### src/rtl/dot_product_sequencer.sv
// Phase sequencer for the dot-product memory subsystem: clear, load, compute, write-back.
// Drives controller mode/reset strobes, watches its status counters, and guards each phase with a watchdog.
module dot_product_sequencer #(
  parameter int Addr_Width           = 4,
  parameter int Nums_Data_in_bits    = 4,
  parameter int Nums_Pipeline_Stages = 4,
  parameter int Timeout_Cycles       = 64,
  parameter int WD_Width             = $clog2(Timeout_Cycles + 1)
) (
  input  logic                       clk,
  input  logic                       reset_n,
  input  logic                       start,
  input  logic                       skip_load,
  input  logic                       abort,
  input  logic [Addr_Width:0]        mem_index_status,
  input  logic [Nums_Data_in_bits:0] step_status,
  output logic                       Mem_reset,
  output logic                       Comp_reset,
  output logic                       Mem_Index_reset,
  output logic                       load_from_file,
  output logic                       Computing,
  output logic                       write_to_file,
  output logic                       busy,
  output logic                       done,
  output logic                       error,
  output logic [2:0]                 phase
);

  localparam int Ram_Depth               = 1 << Addr_Width;
  localparam int Nums_Data               = 1 << Nums_Data_in_bits;
  localparam int Total_Computation_Steps = Nums_Data + Nums_Pipeline_Stages - 1;

  localparam logic [31:0] LP_LOAD_DONE  = 32'(Ram_Depth);
  localparam logic [31:0] LP_WRITE_DONE = 32'(Ram_Depth + 1);
  localparam logic [31:0] LP_STEPS_DONE = 32'(Total_Computation_Steps);

  localparam logic [2:0] S_IDLE    = 3'd0;
  localparam logic [2:0] S_CLEAR   = 3'd1;
  localparam logic [2:0] S_LOAD    = 3'd2;
  localparam logic [2:0] S_COMPUTE = 3'd3;
  localparam logic [2:0] S_WRITE   = 3'd4;
  localparam logic [2:0] S_DONE    = 3'd5;
  localparam logic [2:0] S_ERROR   = 3'd6;

  logic [2:0]          r_state;
  logic                r_skip;
  logic [WD_Width-1:0] r_wd;

  logic [2:0] w_next;
  logic       w_rst_all;
  logic       w_load_entry;
  logic       w_comp_entry;
  logic       w_write_entry;
  logic       w_done;
  logic       w_qual;
  logic       w_expired;
  logic       w_in_phase;
  logic       w_accept;

  // Status is masked for the first two cycles of a phase so the previous phase's counters cannot end it early.
  assign w_qual     = (r_wd >= WD_Width'(2));
  assign w_expired  = (r_wd == WD_Width'(Timeout_Cycles));
  assign w_in_phase = (r_state == S_LOAD) || (r_state == S_COMPUTE) || (r_state == S_WRITE);
  assign w_accept   = (r_state == S_IDLE) && start && !abort;

  always_comb begin
    w_next        = r_state;
    w_rst_all     = 1'b0;
    w_load_entry  = 1'b0;
    w_comp_entry  = 1'b0;
    w_write_entry = 1'b0;
    w_done        = 1'b0;
    case (r_state)
      S_IDLE: begin
        if (w_accept) begin
          w_next    = S_CLEAR;
          w_rst_all = 1'b1;
        end
      end
      S_CLEAR: begin
        if (abort) begin
          w_next    = S_IDLE;
          w_rst_all = 1'b1;
        end else if (r_skip) begin
          w_next       = S_COMPUTE;
          w_comp_entry = 1'b1;
        end else begin
          w_next       = S_LOAD;
          w_load_entry = 1'b1;
        end
      end
      S_LOAD: begin
        if (abort) begin
          w_next    = S_IDLE;
          w_rst_all = 1'b1;
        end else if (w_qual && (32'(mem_index_status) >= LP_LOAD_DONE)) begin
          w_next       = S_COMPUTE;
          w_comp_entry = 1'b1;
        end else if (w_expired) begin
          w_next    = S_ERROR;
          w_rst_all = 1'b1;
        end
      end
      S_COMPUTE: begin
        if (abort) begin
          w_next    = S_IDLE;
          w_rst_all = 1'b1;
        end else if (w_qual && (32'(step_status) >= LP_STEPS_DONE)) begin
          w_next        = S_WRITE;
          w_write_entry = 1'b1;
        end else if (w_expired) begin
          w_next    = S_ERROR;
          w_rst_all = 1'b1;
        end
      end
      S_WRITE: begin
        if (abort) begin
          w_next    = S_IDLE;
          w_rst_all = 1'b1;
        end else if (w_qual && (32'(mem_index_status) >= LP_WRITE_DONE)) begin
          w_next = S_DONE;
          w_done = 1'b1;
        end else if (w_expired) begin
          w_next    = S_ERROR;
          w_rst_all = 1'b1;
        end
      end
      S_DONE: begin
        w_next    = S_IDLE;
        w_rst_all = abort;
      end
      S_ERROR: begin
        if (abort) w_next = S_IDLE;
      end
      default: w_next = S_IDLE;
    endcase
  end

  always_ff @(posedge clk or negedge reset_n) begin
    if (!reset_n) begin
      r_state         <= S_IDLE;
      r_skip          <= 1'b0;
      r_wd            <= '0;
      Mem_reset       <= 1'b0;
      Comp_reset      <= 1'b0;
      Mem_Index_reset <= 1'b0;
      load_from_file  <= 1'b0;
      Computing       <= 1'b0;
      write_to_file   <= 1'b0;
      busy            <= 1'b0;
      done            <= 1'b0;
      error           <= 1'b0;
    end else begin
      r_state <= w_next;
      if (w_accept) r_skip <= skip_load;
      // Any state change restarts the watchdog; it only counts while a phase persists.
      if (w_next != r_state)
        r_wd <= '0;
      else if (w_in_phase && !w_expired)
        r_wd <= r_wd + WD_Width'(1);
      Mem_reset       <= w_rst_all;
      Comp_reset      <= w_rst_all | w_comp_entry;
      Mem_Index_reset <= w_rst_all | w_write_entry;
      load_from_file  <= w_load_entry;
      Computing       <= w_comp_entry;
      write_to_file   <= w_write_entry;
      busy            <= (w_next != S_IDLE);
      done            <= w_done;
      error           <= (w_next == S_ERROR);
    end
  end

  assign phase = r_state;

endmodule

### config.mk
export PLATFORM = sky130hd
export DESIGN_NAME = dot_product_sequencer
export DESIGN_NICKNAME = d
export VERILOG_FILES = /design/src/rtl/dot_product_sequencer.sv
export SDC_FILE = /design/constraint.sdc
export NUM_CORES = 1
export LEC_CHECK = 0
export ABC_AREA = 1
export CAP_MARGIN = 20
export CORE_AREA = 5 5 54 56
export CTS_CLUSTER_DIAMETER = 60
export DETAILED_ROUTE_END_ITERATION = 8
export DIE_AREA = 0 0 59 61
export GPL_ROUTABILITY_DRIVEN = 0
export PLACE_DENSITY_LB_ADDON = 0.2
export SLEW_MARGIN = 20
export SYNTH_ARGS = -nofsm -noshare
export SYNTH_HDL_FRONTEND = slang
export SYNTH_SLANG_ARGS = --single-unit
export TNS_END_PERCENT = 20
### constraint.sdc
create_clock -name clk -period 5.1 [get_ports clk]
set_input_delay 1.53 -clock clk [delete_from_list [all_inputs] [get_ports clk]]
set_output_delay 1.53 -clock clk [all_outputs]
set_load 0.05 [all_outputs]
# == After elaboration in Yosys (flattened, before gate mapping) ==
# Cells that the tools add are included.
# word_totals
reg_bits,20
word_cells,79
ram_bits,0
inputBits,15
latch_bits,0
memories,0
romBits,0
# op_classes
n_bitwise,2
addsub,1
n_lt_le_gt_ge,4
eq_ne,9
n_div,0
n_reduce_logical,13
n_mux,38
n_shift,0
mul,0
# op_table
cell,count
2-to-1 mux 3 bit,9
2-to-1 mux 1 bit,23
case mux 3 bit (6 select lines),1
"greater-or-equal comparator 5 bit, second input constant",3
2-to-1 mux 7 bit,2
"== test 3 bit, second input constant",4
"adder 7 x 1 -> 7 bit, second input constant",1
"== test 7 bit, second input constant",1
"greater-or-equal comparator 7 x 2 -> 1 bit, second input constant",1
"== test 3 x 2 -> 1 bit, second input constant",2
logical AND 1 bit,6
case mux 1 bit (6 select lines),1
"== test 3 x 1 -> 1 bit, second input constant",1
logical NOT 3 bit,1
inequality test 3 bit,1
nonzero test 3 bit,1
logical NOT 1 bit,2
logical OR 1 bit,2
2-to-1 mux 2 bit,1
bitwise OR 1 bit,2
case mux 1 bit (2 select lines),1
nonzero test 2 bit,1

# == Logic depth before layout (Yosys ltp) ==
# Gate-level depths: netlist of run 1.
# depth
word_depth,7
mapped_depth,17

# == Worst setup path after synthesis of run 1 ==
# OpenSTA, ideal clock, no wires.
# synth_path
path_kind,input -> register
start,in step_status[1]
end,reg r_wd[0]
t_arrival_ps,2524
path_slack_ps,2504
stages,12
cell_sequence,nand2_1 > a21boi_1 > nand2_1 > nand2_2 > nand3_1 > nand2_1 > nand2_4 > nand2_1 > nand2_1 > nor2_2 > nand2_2 > nor2_1
# synth_via
elab_chain_cells,7
# synth_rtl
item,line_no,source
start: declaration,16,"input logic [Nums_Data_in_bits:0] step_status,"
greater-or-equal comparator 5 bit *,108,end else if (w_qual && (32'(step_status) >= LP_STEPS_DONE)) begin
logical AND 1 bit *,108,
2-to-1 mux 3 bit *,108,
2-to-1 mux 3 bit *,105,if (abort) begin
case mux 3 bit (6 select lines) *,73,case (r_state)
net w_next[1],49,logic [2:0] w_next;
inequality test 3 bit *,157,if (w_next != r_state)
2-to-1 mux 7 bit / nonzero test 2 bit (equally long branches),n/a,
end signal: assignment,160,r_wd <= r_wd + WD_Width'(1);
end: declaration,47,logic [WD_Width-1:0] r_wd;
# The timed path passes the listed nets; every way through them passes the cells marked *.
# A chain may end at the register's enable or synchronous reset.

# == Worst setup path in the final report of run 1 ==
# layout_path
start,"reg r_state[0], in the netlist phase[0]"
end,out phase[0]
# layout_rtl
item,line_no,source
start: declaration,45,logic [2:0] r_state;
start signal: assignment,154,r_state <= w_next;
end: declaration,26,output logic [2:0] phase
# No word-level cell between the ends.

==> qor.yml, run 1 <==
timing:
  skew_ns: 0.00314
  final-max-slew-violation-count: 0
  rsz0062_at_grt: "false"
  worst_pin_slew_ns: 0.856
  finalSetupViolCount: 0
  slew_headroom_pct: 42.8
  setup_ws_ns: 1.89
  finalSetupTns_ns: 0
  fmax_ghz: 0.311
  fin_crit_ns: 3.21
  period_share_pct: 63.0
  finalHoldViolCount: 0
floorplan:
  die_h_um: 61
  coreArea_mm2: 0.00239
  ios: 27
  start_util_pct: 50.4
  rows: 18
  die_x_um: 59
  die-area_mm2: 0.00360
cts:
  cts.sinks: 20
  ctsLongestPathBuffers: 2
  cts_inserted_buffers: 3
  cts_resized: 0
  clk_pin_slew_ns: 0.11
  cts_tree: "done"
  clock_latency_ns: 0.30
  postCtsSetupBuffers: 0
  htreeDepth: 1
  cts_root_buf: "clkbuf_4"
  postCtsHoldBufs: 0
route:
  wirelength_um: 2780
  viasPerCell: 5.23
  wl_per_cell_um: 12.8
  drc: 0
  ant_nets: 0
  drtPass1Iterations: 4
  vias: 1135
  drt-initial-drc-count: 40
placement:
  io_buffers: 26
  dp_hpwl_um: 2220
  pre_cts_ws_ns: 1.82
job:
  cap_violations: 0
logic_synthesis:
  ys_seq_area_share_pct: 41.6
  yosysTopAreaCell: "dfrtp_1"
  ys_warn_count: 0
  synth.distinct_cells: 22
  ys_ff_latch: 20
  synth.area.top_cells: "dfrtp_1, nand2_1, nor2_1, nand3_1, inv_1"
  syn-num-nets: 175
  netlist.area_leader.share_pct: 41.6
  synth_area_mm2: 0.00120
  synth_cells: 157
  syn_area_per_cell_um2: 7.66
run_status:
  status: "finished, final reports clean"
worst_setup_path:
  r2r-end: "r_wd[2]$_DFFE_PN0P_"
  critPathTopFamily: "buffers and inverters"
  crit_fanout: 8
  reg2reg_depth: 17
  worst_setup_path_start_kind: "flip-flop"
  cp-end-kind: "output port"
  path_buf_inv: 1
  critPathKind: "flip-flop to output port"
  max_stage_delay_ns: 0.86
  worstPathCellList: "clkdlybuf4s50_1"
  slowest_stage: "clkdlybuf4s50_1"
  r2r_setup_slack_ns: 3.14
  worst-endpoint-arrival_ns: 1.68
  worstPathRequired_ns: 3.57
  r2r-start: "r_wd[0]$_DFFE_PN0P_"
min_path:
  hold_depth: 1
  min-delay-start: "r_skip$_DFFE_PN0P_"
  min_to: "load_from_file$_DFF_PN0_"
  hp-class: "flip-flop to flip-flop"
power_and_ir_drop:
  irDropWorstVdd_uv: 239
  leakagePower_nw: 0.764
  powerDensity_mw_per_mm2: 283
cells_and_area:
  finish.net_count: 206
  antennaDiodeCount: 0
  area.growth.synth_to_final_pct: 29.1
  layout-drive-gt1-share_pct: 16.0
grt:
  grt_max_degree: 21
  met2_usage_pct: 32.2
  grt_pass1_vias: 1145
  grt_pass1_wl_um: 5030
  grt.busiest_layer: "met2"
  grt_overflow_total: 0
  use_met3_pct: 3.83
  track_usage_pct: 18.3
  antenna_found_initial: 0
  met1_usage_pct: 23.1
registers in the layout, summed over array words and instances, names as in the netlist:
register / cells
r_wd: 7
phase: 3
Comp_reset: 1
Computing: 1
Mem_Index_reset: 1
Mem_reset: 1
busy: 1
done: 1
error: 1
load_from_file: 1
r_skip: 1
write_to_file: 1
cell families (layout without fill, tap and decap cells):
logic type                 after synthesis  after routing  share of synthesized area, %
AOI/OAI and AO/OA                        9              9                          4.37
and+or+nand+nor                         92             92                          38.1
buffers and inverters                   27             57                          8.43
xor gates and xnor gates                 6              6                          4.37
adders and majority gates                3              3                          3.12
DFF                                     20             20                          41.6
cell usage after synthesis:
| library cell | number |
|---|---|
| nand3_1 | 15 |
| a21boi_1 | 1 |
| nand2_1 | 25 |
| nand3_2 | 1 |
| nor2_4 | 1 |
| xor2_1 | 6 |
| nand4_1 | 8 |
| and3_1 | 1 |
| inv_1 | 19 |
| ha_1 | 3 |
| inv_2 | 8 |
| nor3_2 | 2 |
| o21ai_0 | 3 |
| dfrtp_1 | 20 |
| o211ai_1 | 2 |
| nor2_2 | 3 |
| nor2_1 | 22 |
| nand2_4 | 1 |
| a21oi_1 | 3 |
| nor3_1 | 2 |
| nor4_1 | 1 |
| nand2_2 | 10 |
final cells by class:
class | count | area (µm²)
fill | 219 | 835
tap | 30 | 37.5
clock inverter | 1 | 30.0
multi-input combinational | 110 | 601
timing repair buffer | 26 | 260
inverter | 27 | 101
sequential | 20 | 500
clock buffer | 3 | 22.5
power by group:
part	switching, W	internal [W]	total, W
sequential	0.00000969	0.000172	0.000181
clock	0.0000502	0.0000794	0.000130
combinational	0.0000835	0.0000457	0.000129
routing by layer:
layer / vias up / share of wire [%]
li1: 560 / -
met1: 533 / 40
met2: 38 / 55
met3: 4 / 4.6
met4: 0 / 0.97
met5: - / 0
per-stage QoR:
step           power, W  cells  hold WS (ns)  area, µm²  util (%)
4_1_cts        0.000443    217         0.456       1550      65.0
3_3_place_gp   0.000312    213         0.444       1500      62.8
6_report       0.000440    217         0.459       1550      65.0
5_1_grt        0.000465    217         0.481       1550      65.0
3_5_place_dp   0.000314    213         0.439       1500      62.8
2_1_floorplan  0.000266    157         0.403       1200         -
cell usage in the layout, fill, tap and decap left out, drive strengths merged:
cell           Yosys  final
o21ai              3      3
a21boi             1      1
a21oi              3      3
xor2               6      6
and3               1      1
nor4               1      1
nand2             36     36
nand4              8      8
o211ai             2      2
ha                 3      3
inv               27     27
bufinv             0      1
clkdlybuf4s50      0     26
nor2              26     26
clkbuf             0      3
nand3             16     16
dfrtp             20     20
nor3               4      4
worst max path at each step:
stage	endpoint	cells after the start	startpoint
after detailed placement	r_wd[2]$_DFFE_PN0P_	13	step_status[0]
after global routing	phase[0]	1	phase[0]$_DFF_PN0_
after global placement	r_wd[5]$_DFFE_PN0P_	13	step_status[1]
after CTS	phase[0]	1	phase[0]$_DFF_PN0_
final	phase[0]	1	phase[0]$_DFF_PN0_
after floorplan	r_wd[0]$_DFFE_PN0P_	12	step_status[1]
(Power assumes the default switching activity.)
==> run 2: changes to the inputs <==
- CORE_AREA: 5 5 54 56 -> 5 5 56 58
- DIE_AREA: 0 0 59 61 -> 0 0 61 63
- clock period: 5.1 -> 3.2 ns (I/O delays scaled with it)
==> run 2 against run 1 <==
Cell count is 0.92% higher. Combinational power is 60% higher. Largest power group unchanged. Clock power is 8% higher. Register-to-register slack worse by 1.9 ns. Clock-buffer cell count is 1 higher. Core utilization is 6.0 points lower. Wire length is 2.6% lower. Global-route usage is 2.2 points lower.
==> qor.yml, run 2 (synthesis gave the netlist of run 1 again) <==
route:
  vias: 1105  # -2.6%
  drt-initial-drc-count: 42  # +5.0%
  viasPerCell: 5.05  # -3.5%
  ant_nets: 0  # unchanged
  drtPass1Iterations: 5  # +1
  drc: 0  # unchanged
  wl_per_cell_um: 12.4  # -3.5%
  wirelength_um: 2710  # -2.6%
worst_setup_path:
  critPathKind: "flip-flop to output port"
  max_stage_delay_ns: 0.87  # about the same
  r2r_setup_slack_ns: 1.23  # -1.91 ns
  worstPathCellList: "clkdlybuf4s50_1"
  slowest_stage: "clkdlybuf4s50_1"
  worst-endpoint-arrival_ns: 1.65  # -0.03 ns
  critPathTopFamily: "buffers and inverters"
  worst_setup_path_start_kind: "flip-flop"
  cp-end-kind: "output port"
  worstPathRequired_ns: 2.24  # -1.33 ns
  path_buf_inv: 1  # unchanged
  crit_fanout: 8  # unchanged
cts:
  cts.sinks: 20  # unchanged
  postCtsSetupBuffers: 0  # unchanged
  cts_resized: 0  # unchanged
  ctsLongestPathBuffers: 2  # unchanged
  cts_tree: "done"
  clock_latency_ns: 0.29  # about the same
  cts_root_buf: "clkbuf_4"
  postCtsHoldBufs: 0  # unchanged
  htreeDepth: 1  # unchanged
  clk_pin_slew_ns: 0.11  # about the same
  cts_inserted_buffers: 3  # unchanged
cells_and_area:
  instances_no_fill: 219  # +0.92%
  area.growth.synth_to_final_pct: 28.5
  multi_input_area_um2: 601  # unchanged
  fillCellCount: 243  # +11%
  regMostFlops: "r_wd"
  final_util_pct: 59.1  # -6.0 points
  mostFrequentLayoutCell: "clkdlybuf4s50_1"
  antennaDiodeCount: 0  # unchanged
  finish.net_count: 207  # +0.49%
  largest_reg_flops: 7  # unchanged
  finalInstanceArea_mm2: 0.00155  # -0.48%
  layout-drive-gt1-share_pct: 16.5  # +0.45 points
  seqCellArea_um2: 500  # unchanged
  final_cell_mix: "clkdlybuf4s50_1, nand2_1, nor2_1"
placement:
  io_buffers: 26  # unchanged
  pre_cts_ws_ns: 0.478  # -1.35 ns
  dp_hpwl_um: 2190  # -1.7%
  placed_cells: 215  # +0.94%
  place_area_mm2: 0.00151  # +0.58%
timing:
  period_share_pct: 81.7
  final-max-slew-violation-count: 0  # unchanged
  setup_ws_ns: 0.586  # -1.30 ns
  slew_headroom_pct: 66.3  # +24 points
  fmax_ghz: 0.383
  skew_ns: 0.00647  # +0.00333 ns
  fin_crit_ns: 2.61
  finalSetupTns_ns: 0  # unchanged
  finalHoldViolCount: 0  # unchanged
  worst_pin_slew_ns: 0.504  # -0.352 ns
  rsz0062_at_grt: "false"
  finalSetupViolCount: 0  # unchanged
grt:
  grt_overflow_total: 0  # unchanged
  grt_pass1_wl_um: 4800  # -4.5%
  track_usage_pct: 16.1  # -2.2 points
  grt_max_degree: 21  # unchanged
  antenna_found_initial: 0  # unchanged
  grt_pass1_vias: 1092  # -4.6%
floorplan:
  rows: 19  # +1
  ios: 27  # unchanged
  coreArea_mm2: 0.00262  # +9.5%
  start_util_pct: 46.0  # -4.4 points
  die_x_um: 61  # +3.4%
  die_h_um: 63  # +3.3%
  die-area_mm2: 0.00384  # +6.8%
run_status:
  status: "finished, final reports clean"
min_path:
  hp-class: "flip-flop to flip-flop"
power_and_ir_drop:
  irDropWorstVdd_uv: 357  # +49%
  powerDensity_mw_per_mm2: 411  # +45%
  leakagePower_nw: 0.761  # -0.28%
job:
  cap_violations: 0  # unchanged
==> run 2: changes by cell type in the layout (fill, tap and decap cells not counted) <==
cell	before	now
buf_4	0	1
bufinv_16	1	0
clkbuf_8	0	1
==> run 2: cell type report <==
class	instances	share of cell area (%)
Multi-Input combinational cell	110	38.9
Sequential cell	20	32.4
Timing Repair Buffer	27	17.3
Inverter	27	6.56
Tap cell	31	2.51
Clock buffer	4	2.35
==> run 2: metrics by stage <==
| step | hold slack (ns) | power (W) |
|---|---|---|
| final | 0.436 | 0.000635 |
| after global routing | 0.482 | 0.000678 |
| after CTS | 0.440 | 0.000644 |
| after detailed placement | 0.422 | 0.000500 |
| after global placement | 0.441 | 0.000499 |
| after floorplan | 0.403 | 0.000425 |
==> run 2: final timing paths <==
kind                                startpoint                       end  cells after the start
max in group asynchronous              reset_n            done$_DFF_PN0_                      2
max reg2reg                r_wd[0]$_DFFE_PN0P_       r_wd[6]$_DFFE_PN0P_                     17
min reg2reg                 r_skip$_DFFE_PN0P_  load_from_file$_DFF_PN0_                      1
min in group asynchronous              reset_n       Mem_reset$_DFF_PN0_                      2
min                         r_skip$_DFFE_PN0P_  load_from_file$_DFF_PN0_                      1
max                         phase[0]$_DFF_PN0_                  phase[0]                      1
==> run 2: layer usage <==
metal | share of wire, % | GRT usage, %
met1 | 40 | 19.4
met3 | 4.8 | 4.34
met4 | 0.78 | 1.63
met5 | 0 | 0
met2 | 54 | 28.9
==> run 2: power by group <==
group | internal (W) | leakage [nW] | switching (W) | total [W]
Combinational | 0.0000734 | 0.470 | 0.000132 | 0.000206
Clock | 0.0000692 | 0.0210 | 0.0000716 | 0.000141
Sequential | 0.000273 | 0.270 | 0.0000153 | 0.000289
